$ cat config.mk
export PLATFORM = sky130hd
export DESIGN_NAME = mem_port_arbiter_flat
export DESIGN_NICKNAME = d
export VERILOG_FILES = /design/src/rtl/mem_port_arbiter_pkg.sv /design/src/rtl/mem_port_arbiter_if.sv /design/src/rtl/mem_arb_wait_counter.sv /design/src/rtl/mem_port_arbiter.sv /design/src/flat_wrapper.sv
export SDC_FILE = /design/constraint.sdc
export NUM_CORES = 1
export LEC_CHECK = 0
export ABC_AREA = 1
export CAP_MARGIN = 15
export CORE_MARGIN = 8
export CORE_UTILIZATION = 22
export CTS_BUF_LIST = sky130_fd_sc_hd__clkbuf_16
export CTS_CLUSTER_DIAMETER = 120
export DETAILED_ROUTE_END_ITERATION = 10
export GPL_TIMING_DRIVEN = 0
export HOLD_SLACK_MARGIN = 0.03
export PLACE_DENSITY = 0.84
export SETUP_SLACK_MARGIN = 0.2
export SLEW_MARGIN = 20
export SYNTH_ARGS = -nofsm -noshare
export SYNTH_HDL_FRONTEND = slang
export SYNTH_SLANG_ARGS = --single-unit
$ cat constraint.sdc
create_clock -name clk -period 1.7 [get_ports clk]
set_input_delay 0.255 -clock clk [delete_from_list [all_inputs] [get_ports clk]]
set_output_delay 0.255 -clock clk [all_outputs]
set_load 0.005 [all_outputs]
$ cat src/rtl/mem_port_arbiter_pkg.sv
// mem_port_arbiter_pkg: shared widths, depth, starvation limit and response/grant encodings.
package mem_port_arbiter_pkg;
  localparam int MEM_WIDTH = 32;
  localparam int MEM_SIZE = 256;
  localparam int ADDR_W = $clog2(MEM_SIZE);
  localparam int MAX_WAIT = 4;
  typedef enum logic [1:0] {RESP_NONE = 2'd0, RESP_INSTR = 2'd1, RESP_DATA = 2'd2} resp_t;
  typedef enum logic {GNT_INSTR = 1'b0, GNT_DATA = 1'b1} gnt_t;
endpackage

$ cat src/rtl/mem_port_arbiter_if.sv
// mem_port_arbiter_if: core fetch/data ports plus shared-memory port; slave side is the arbiter.
interface mem_port_arbiter_if;
  import mem_port_arbiter_pkg::*;
  logic i_req, i_gnt, i_rvalid;
  logic [31:0] i_addr;
  logic [MEM_WIDTH-1:0] i_rdata;
  logic d_req, d_we, d_gnt, d_rvalid;
  logic [31:0] d_addr;
  logic [MEM_WIDTH-1:0] d_wdata, d_rdata;
  logic addr_err, stall;
  logic mem_en, mem_we;
  logic [ADDR_W-1:0] mem_addr;
  logic [MEM_WIDTH-1:0] mem_wdata, mem_rdata;
  modport slave (
    input i_req, i_addr, d_req, d_we, d_addr, d_wdata, mem_rdata,
    output i_gnt, i_rvalid, i_rdata, d_gnt, d_rvalid, d_rdata, addr_err, stall,
    output mem_en, mem_we, mem_addr, mem_wdata
  );
  modport master (
    output i_req, i_addr, d_req, d_we, d_addr, d_wdata, mem_rdata,
    input i_gnt, i_rvalid, i_rdata, d_gnt, d_rvalid, d_rdata, addr_err, stall,
    input mem_en, mem_we, mem_addr, mem_wdata
  );
endinterface

$ cat src/rtl/mem_arb_wait_counter.sv
// mem_arb_wait_counter: saturating up-counter with clear; full flags the starvation limit.
module mem_arb_wait_counter #(
  parameter int MAX = 4
) (
  input  logic clk,
  input  logic reset,
  input  logic inc,
  input  logic clr,
  output logic full
);
  logic [3:0] cnt;
  assign full = cnt == 4'(MAX);
  always_ff @(posedge clk or posedge reset)
    if (reset) cnt <= '0;
    else if (clr) cnt <= '0;
    else if (inc && !full) cnt <= cnt + 4'd1;
endmodule

$ cat src/rtl/mem_port_arbiter.sv
// mem_port_arbiter: single-port memory shared by fetch and data ports, one grant per cycle.
// ARB_ROUND_ROBIN_EN selects alternating conflict winner instead of data priority with starvation guard.
module mem_port_arbiter
  import mem_port_arbiter_pkg::*;
(
  input logic clk,
  input logic reset,
  mem_port_arbiter_if.slave bus
);
  resp_t state, state_nx;
  logic i_ok, d_ok, i_win, addr_err_q;
  assign i_ok = bus.i_addr < 32'(MEM_SIZE);
  assign d_ok = bus.d_addr < 32'(MEM_SIZE);
  assign bus.addr_err = addr_err_q;
`ifdef ARB_ROUND_ROBIN_EN
  gnt_t last_gnt;
  assign i_win = last_gnt == GNT_DATA;
  always_ff @(posedge clk or posedge reset)
    if (reset) last_gnt <= GNT_INSTR;
    else if (bus.i_gnt || bus.d_gnt) last_gnt <= bus.d_gnt ? GNT_DATA : GNT_INSTR;
`else
  mem_arb_wait_counter #(.MAX(MAX_WAIT)) u_wait (
    .clk(clk),
    .reset(reset),
    .inc(bus.i_req && !bus.i_gnt),
    .clr(!bus.i_req || bus.i_gnt),
    .full(i_win)
  );
`endif
  always_comb begin
    bus.i_gnt = !reset && bus.i_req && (!bus.d_req || i_win);
    bus.d_gnt = !reset && bus.d_req && !(bus.i_req && i_win);
    bus.stall = (bus.i_req && !bus.i_gnt) || (bus.d_req && !bus.d_gnt);
    bus.mem_en = (bus.i_gnt && i_ok) || (bus.d_gnt && d_ok);
    bus.mem_we = bus.d_gnt && d_ok && bus.d_we;
    bus.mem_addr = bus.i_gnt ? bus.i_addr[ADDR_W-1:0] : bus.d_gnt ? bus.d_addr[ADDR_W-1:0] : '0;
    bus.mem_wdata = bus.mem_we ? bus.d_wdata : '0;
    state_nx = bus.i_gnt ? RESP_INSTR : (bus.d_gnt && !bus.d_we) ? RESP_DATA : RESP_NONE;
    bus.i_rvalid = state == RESP_INSTR;
    bus.d_rvalid = state == RESP_DATA;
    // an out-of-range read still completes, but with zero data
    bus.i_rdata = (bus.i_rvalid && !addr_err_q) ? bus.mem_rdata : '0;
    bus.d_rdata = (bus.d_rvalid && !addr_err_q) ? bus.mem_rdata : '0;
  end
  always_ff @(posedge clk or posedge reset)
    if (reset) begin
      state <= RESP_NONE;
      addr_err_q <= 1'b0;
    end else begin
      state <= state_nx;
      addr_err_q <= (bus.i_gnt && !i_ok) || (bus.d_gnt && !d_ok);
    end
endmodule

$ cat src/flat_wrapper.sv
// flat-port wrapper written by rule: the top's interface ports become plain ports
module mem_port_arbiter_flat import mem_port_arbiter_pkg::*;
  (clk, reset, bus_i_req, bus_i_addr, bus_d_req, bus_d_we, bus_d_addr, bus_d_wdata, bus_mem_rdata, bus_i_gnt, bus_i_rvalid, bus_i_rdata, bus_d_gnt, bus_d_rvalid, bus_d_rdata, bus_addr_err, bus_stall, bus_mem_en, bus_mem_we, bus_mem_addr, bus_mem_wdata);
  mem_port_arbiter_if bus_i ();
  input logic clk;
  input logic reset;
  input wire logic [$bits(bus_i.i_req)-1:0] bus_i_req;
  input wire logic [$bits(bus_i.i_addr)-1:0] bus_i_addr;
  input wire logic [$bits(bus_i.d_req)-1:0] bus_d_req;
  input wire logic [$bits(bus_i.d_we)-1:0] bus_d_we;
  input wire logic [$bits(bus_i.d_addr)-1:0] bus_d_addr;
  input wire logic [$bits(bus_i.d_wdata)-1:0] bus_d_wdata;
  input wire logic [$bits(bus_i.mem_rdata)-1:0] bus_mem_rdata;
  output wire logic [$bits(bus_i.i_gnt)-1:0] bus_i_gnt;
  output wire logic [$bits(bus_i.i_rvalid)-1:0] bus_i_rvalid;
  output wire logic [$bits(bus_i.i_rdata)-1:0] bus_i_rdata;
  output wire logic [$bits(bus_i.d_gnt)-1:0] bus_d_gnt;
  output wire logic [$bits(bus_i.d_rvalid)-1:0] bus_d_rvalid;
  output wire logic [$bits(bus_i.d_rdata)-1:0] bus_d_rdata;
  output wire logic [$bits(bus_i.addr_err)-1:0] bus_addr_err;
  output wire logic [$bits(bus_i.stall)-1:0] bus_stall;
  output wire logic [$bits(bus_i.mem_en)-1:0] bus_mem_en;
  output wire logic [$bits(bus_i.mem_we)-1:0] bus_mem_we;
  output wire logic [$bits(bus_i.mem_addr)-1:0] bus_mem_addr;
  output wire logic [$bits(bus_i.mem_wdata)-1:0] bus_mem_wdata;
  assign bus_i.i_req = bus_i_req;
  assign bus_i.i_addr = bus_i_addr;
  assign bus_i.d_req = bus_d_req;
  assign bus_i.d_we = bus_d_we;
  assign bus_i.d_addr = bus_d_addr;
  assign bus_i.d_wdata = bus_d_wdata;
  assign bus_i.mem_rdata = bus_mem_rdata;
  assign bus_i_gnt = bus_i.i_gnt;
  assign bus_i_rvalid = bus_i.i_rvalid;
  assign bus_i_rdata = bus_i.i_rdata;
  assign bus_d_gnt = bus_i.d_gnt;
  assign bus_d_rvalid = bus_i.d_rvalid;
  assign bus_d_rdata = bus_i.d_rdata;
  assign bus_addr_err = bus_i.addr_err;
  assign bus_stall = bus_i.stall;
  assign bus_mem_en = bus_i.mem_en;
  assign bus_mem_we = bus_i.mem_we;
  assign bus_mem_addr = bus_i.mem_addr;
  assign bus_mem_wdata = bus_i.mem_wdata;
  mem_port_arbiter u_core (.clk(clk), .reset(reset), .bus(bus_i));
endmodule
==> qor.txt <==
Antenna viol nets, final - 0
CP max FO - 4
Die Wd - 96.27 um
GRT Residual Overflow - 0
IO buf count - 244
Highest Clock Rate - 0.4903 GHz
PD cells - 285.8 nW/um2
Worst-Margin Slew - 296.4 ps
NetSw - 483.0 uW
Crit-path slowest cell - dfrtp_1
Final HPWL DP - 8347 um
Cell count after synthesis - 288
Slowest stage delay, CP - 370 ps
Yosys warning total - 0
Antenna violations before repair - 0
Core footprint - 6277 um2
Clk_skew - 2.831 ps
Cell Int Power - 1.034 mW
Vias per cell - 4.390
Post-layout min period - 2039 ps
Largest net degree at the start of global routing - 11
Final wirelength - 12440 um
Inserted Diodes - 0
Placer Congestion - 0.8789
Skew-Pair Late Insertion Delay - 230 ps
Worst VDD drop - 0.3353 mV
Outcome - complete, but fails checks
Fin nets - 747
Die ar. - 9268 um2
Leak pwr - 2.721 nW
Type of the worst setup path - reg -> out
Clock share of power - 26.5%
Buf/Inv on CP - 7
Die Y - 96.27 um
Max-slew violations - 0
Synth unique cells - 22
Vias - 3020
Post-Syn Area - 1418 um2
WL/cell - 18.08 um
Worst hold path type - in -> async
Drt pass-1 iters - 4
Sequential area share after synthesis - 12.36%
FF-to-FF path depth - 16
Cell row count - 29
Post-synth net total - 423
Gr usage total - 21.80%
CP Cell Sequence - inv_2 -> ha_4 -> nand3_4 -> inv_4 -> nand2_4 -> nand2_4 -> inv_4 -> nand3_4 -> buf_8 -> buf_6 -> buf_6 -> nor2_2 -> buf_2
Top-count cell post-synth - nor2_1
Crit. End Element - output port
Max Cap Viol - 0
Layout Area Growth over Synthesis - 274.6%
Share of layout cells above drive strength 1 - 52.70%
FF-to-FF Start - u_core.u_wait.cnt[0]$_DFFE_PP0P_
CTS tree - yes
Top post-synthesis cells by count - 102 x nor2_1, 73 x inv_1, 43 x nand2_1
FFs w/ async S/R, synth - 100.0%
Final core occ - 84.59%
Worst reg2reg endpoint - u_core.u_wait.cnt[1]$_DFFE_PP0P_
Setup WS post-layout - -339.4 ps
Crit path required time - 1440 ps
# clock sinks - 7
Flop pwr share - 12.8%
DR DRC count - 0
Synth Flop Type - dfrtp_1
Relative slew slack - 80.21%
Initial DRC Count - 28
Logic pwr share - 60.7%
Initial Utilization - 22.58%
Top cell type's share of synthesized area - 27.01%
Avg Cell Area, Syn - 4.922 um2
Hold-fix buffers, CTS - 0
RSZ-0062 raised after global routing - yes
H-tree depth - 1
Max clock buf depth - 2
FF+latch count, synth - 7
First-pass GRT wire length - 15770 um
Post-synth EDFFs - 0
Worst R2R Setup Slack - -340 ps
Failing checks - setup timing
Worst setup SP type - flop
Final setup fails - 86
Total CTS buffers - 3
I/O pins - 245
Vias in the first global route - 3143
Worst EP arrival - 1780 ps
Worst-path clk slew - 40 ps
Period utilization - 120.0%
Worst path top cell family by delay - buffers and inverters
Top cells by area, synth - nor2_1 27%, inv_1 19%, dfrtp_1 12%
Root Buffer - clkbuf_16
Synth area leader - nor2_1
Fin. Hold Viols - 0
Tot Pwr - 1.517 mW
Switching share of total power - 31.83%
Pre-CTS WS - -716.7 ps
## per-layer routing
layer	up-vias	part of all wire (%)	global-route usage (%)
met4	0	2.5	7.554
met1	1354	30	19.41
met2	186	56	43.47
met5	-	0	0
li1	1457	-	-
met3	23	11	7.878
## placed cells by master (no fill, tap or decap), types with 2 or more instances in the layout
master           count
buf_12               5
nor2_1              40
o21ai_1              3
inv_1               70
buf_6               89
nand2_2              9
buf_4               16
buf_2               71
nand3_1              2
nand2_1             28
clkbuf_16            4
inv_4                4
buf_8               11
dfrtp_1              7
nor2_4              71
clkdlybuf4s50_1    116
dlygate4sd2_1       16
buf_16               2
nand3_4              3
inv_2                3
nand2_4              8
nor2_2              21
## through the flow
| stage | setup TNS, ps | instances | area, um2 | hold WS (ps) |
|---|---|---|---|---|
| floorplan | 0 | 288 | 1481 | 74.74 |
| finish | -15000 | 688 | 5310 | 407.3 |
| global placement | -35240 | 609 | 4020 | 532.7 |
| detailed placement | -38560 | 609 | 4020 | 544.0 |
| CTS | -14080 | 672 | 4467 | 394.0 |
| global route | -19850 | 688 | 5310 | 417.0 |
## power by group through the flow
| stage | sequential, mW | clock, mW | combinational [mW] |
|---|---|---|---|
| after floorplan | 0.193 | 0 | 0.162 |
| after global placement | 0.195 | 0 | 0.603 |
| after detailed placement | 0.196 | 0 | 0.615 |
| after CTS | 0.190 | 0.395 | 0.720 |
| after global routing | 0.194 | 0.415 | 0.975 |
| final | 0.193 | 0.403 | 0.921 |
## kinds of logic (layout without fill, tap and decap cells)
family / Yosys count / in the layout / share of synthesized area, %
AO/OA/AOI/OAI: 7 / 7 / 2.912
XOR/XNOR: 2 / 2 / 1.236
adder cells (fa/ha/maj): 2 / 2 / 1.765
buffers and inverters: 87 / 410 / 24.71
flip-flops: 7 / 7 / 12.36
AND/OR/NAND/NOR: 183 / 183 / 57.02
## worst max-delay path by stage
stage	start	endpoint	cells after the start
6_report	u_core.u_wait.cnt[0]$_DFFE_PP0P_	bus_mem_wdata[11]	13
5_1_grt	u_core.u_wait.cnt[0]$_DFFE_PP0P_	u_core.u_wait.cnt[0]$_DFFE_PP0P_	16
4_1_cts	u_core.u_wait.cnt[1]$_DFFE_PP0P_	bus_mem_wdata[9]	13
3_5_place_dp	reset	bus_mem_addr[1]	8
3_3_place_gp	bus_d_addr[23]	bus_mem_wdata[11]	10
2_1_floorplan	u_core.u_wait.cnt[0]$_DFFE_PP0P_	bus_mem_wdata[22]	10
## cell type report
class | count | area [um2]
timing repair buffer | 318 | 2970
multi-input combinational | 194 | 1509
fill | 385 | 967.2
inverter | 77 | 306.5
sequential | 7 | 175.2
buffer | 10 | 166.4
tap | 77 | 96.34
clock buffer | 3 | 75.07
timing repair inverter | 1 | 7.507
clock inverter | 1 | 3.754
## sequential cells by signal, indices dropped and copies added (netlist names)
register             count
u_core.u_wait.cnt        4
u_core.state             2
u_core.bus.addr_err      1
## what timing repair did
action	CTS	global route
endpoints found under the setup margin	112	117
buffers inserted	50	15
resized for setup	577	183
cloned	9	1
pin swaps	36	21
## worst register-to-register path, cell delays in order, from the launching register on
cell	delay [ps]
dfrtp_1	390
inv_2	90
ha_4	150
nand3_4	70
inv_4	90
nand2_4	60
buf_4	150
buf_6	100
buf_4	120
buf_6	100
buf_6	100
buf_6	100
buf_6	100
buf_6	110
nor2_4	100
nand2_1	60
o21ai_1	70
No activity file was read; power rests on OpenSTA's default activity.
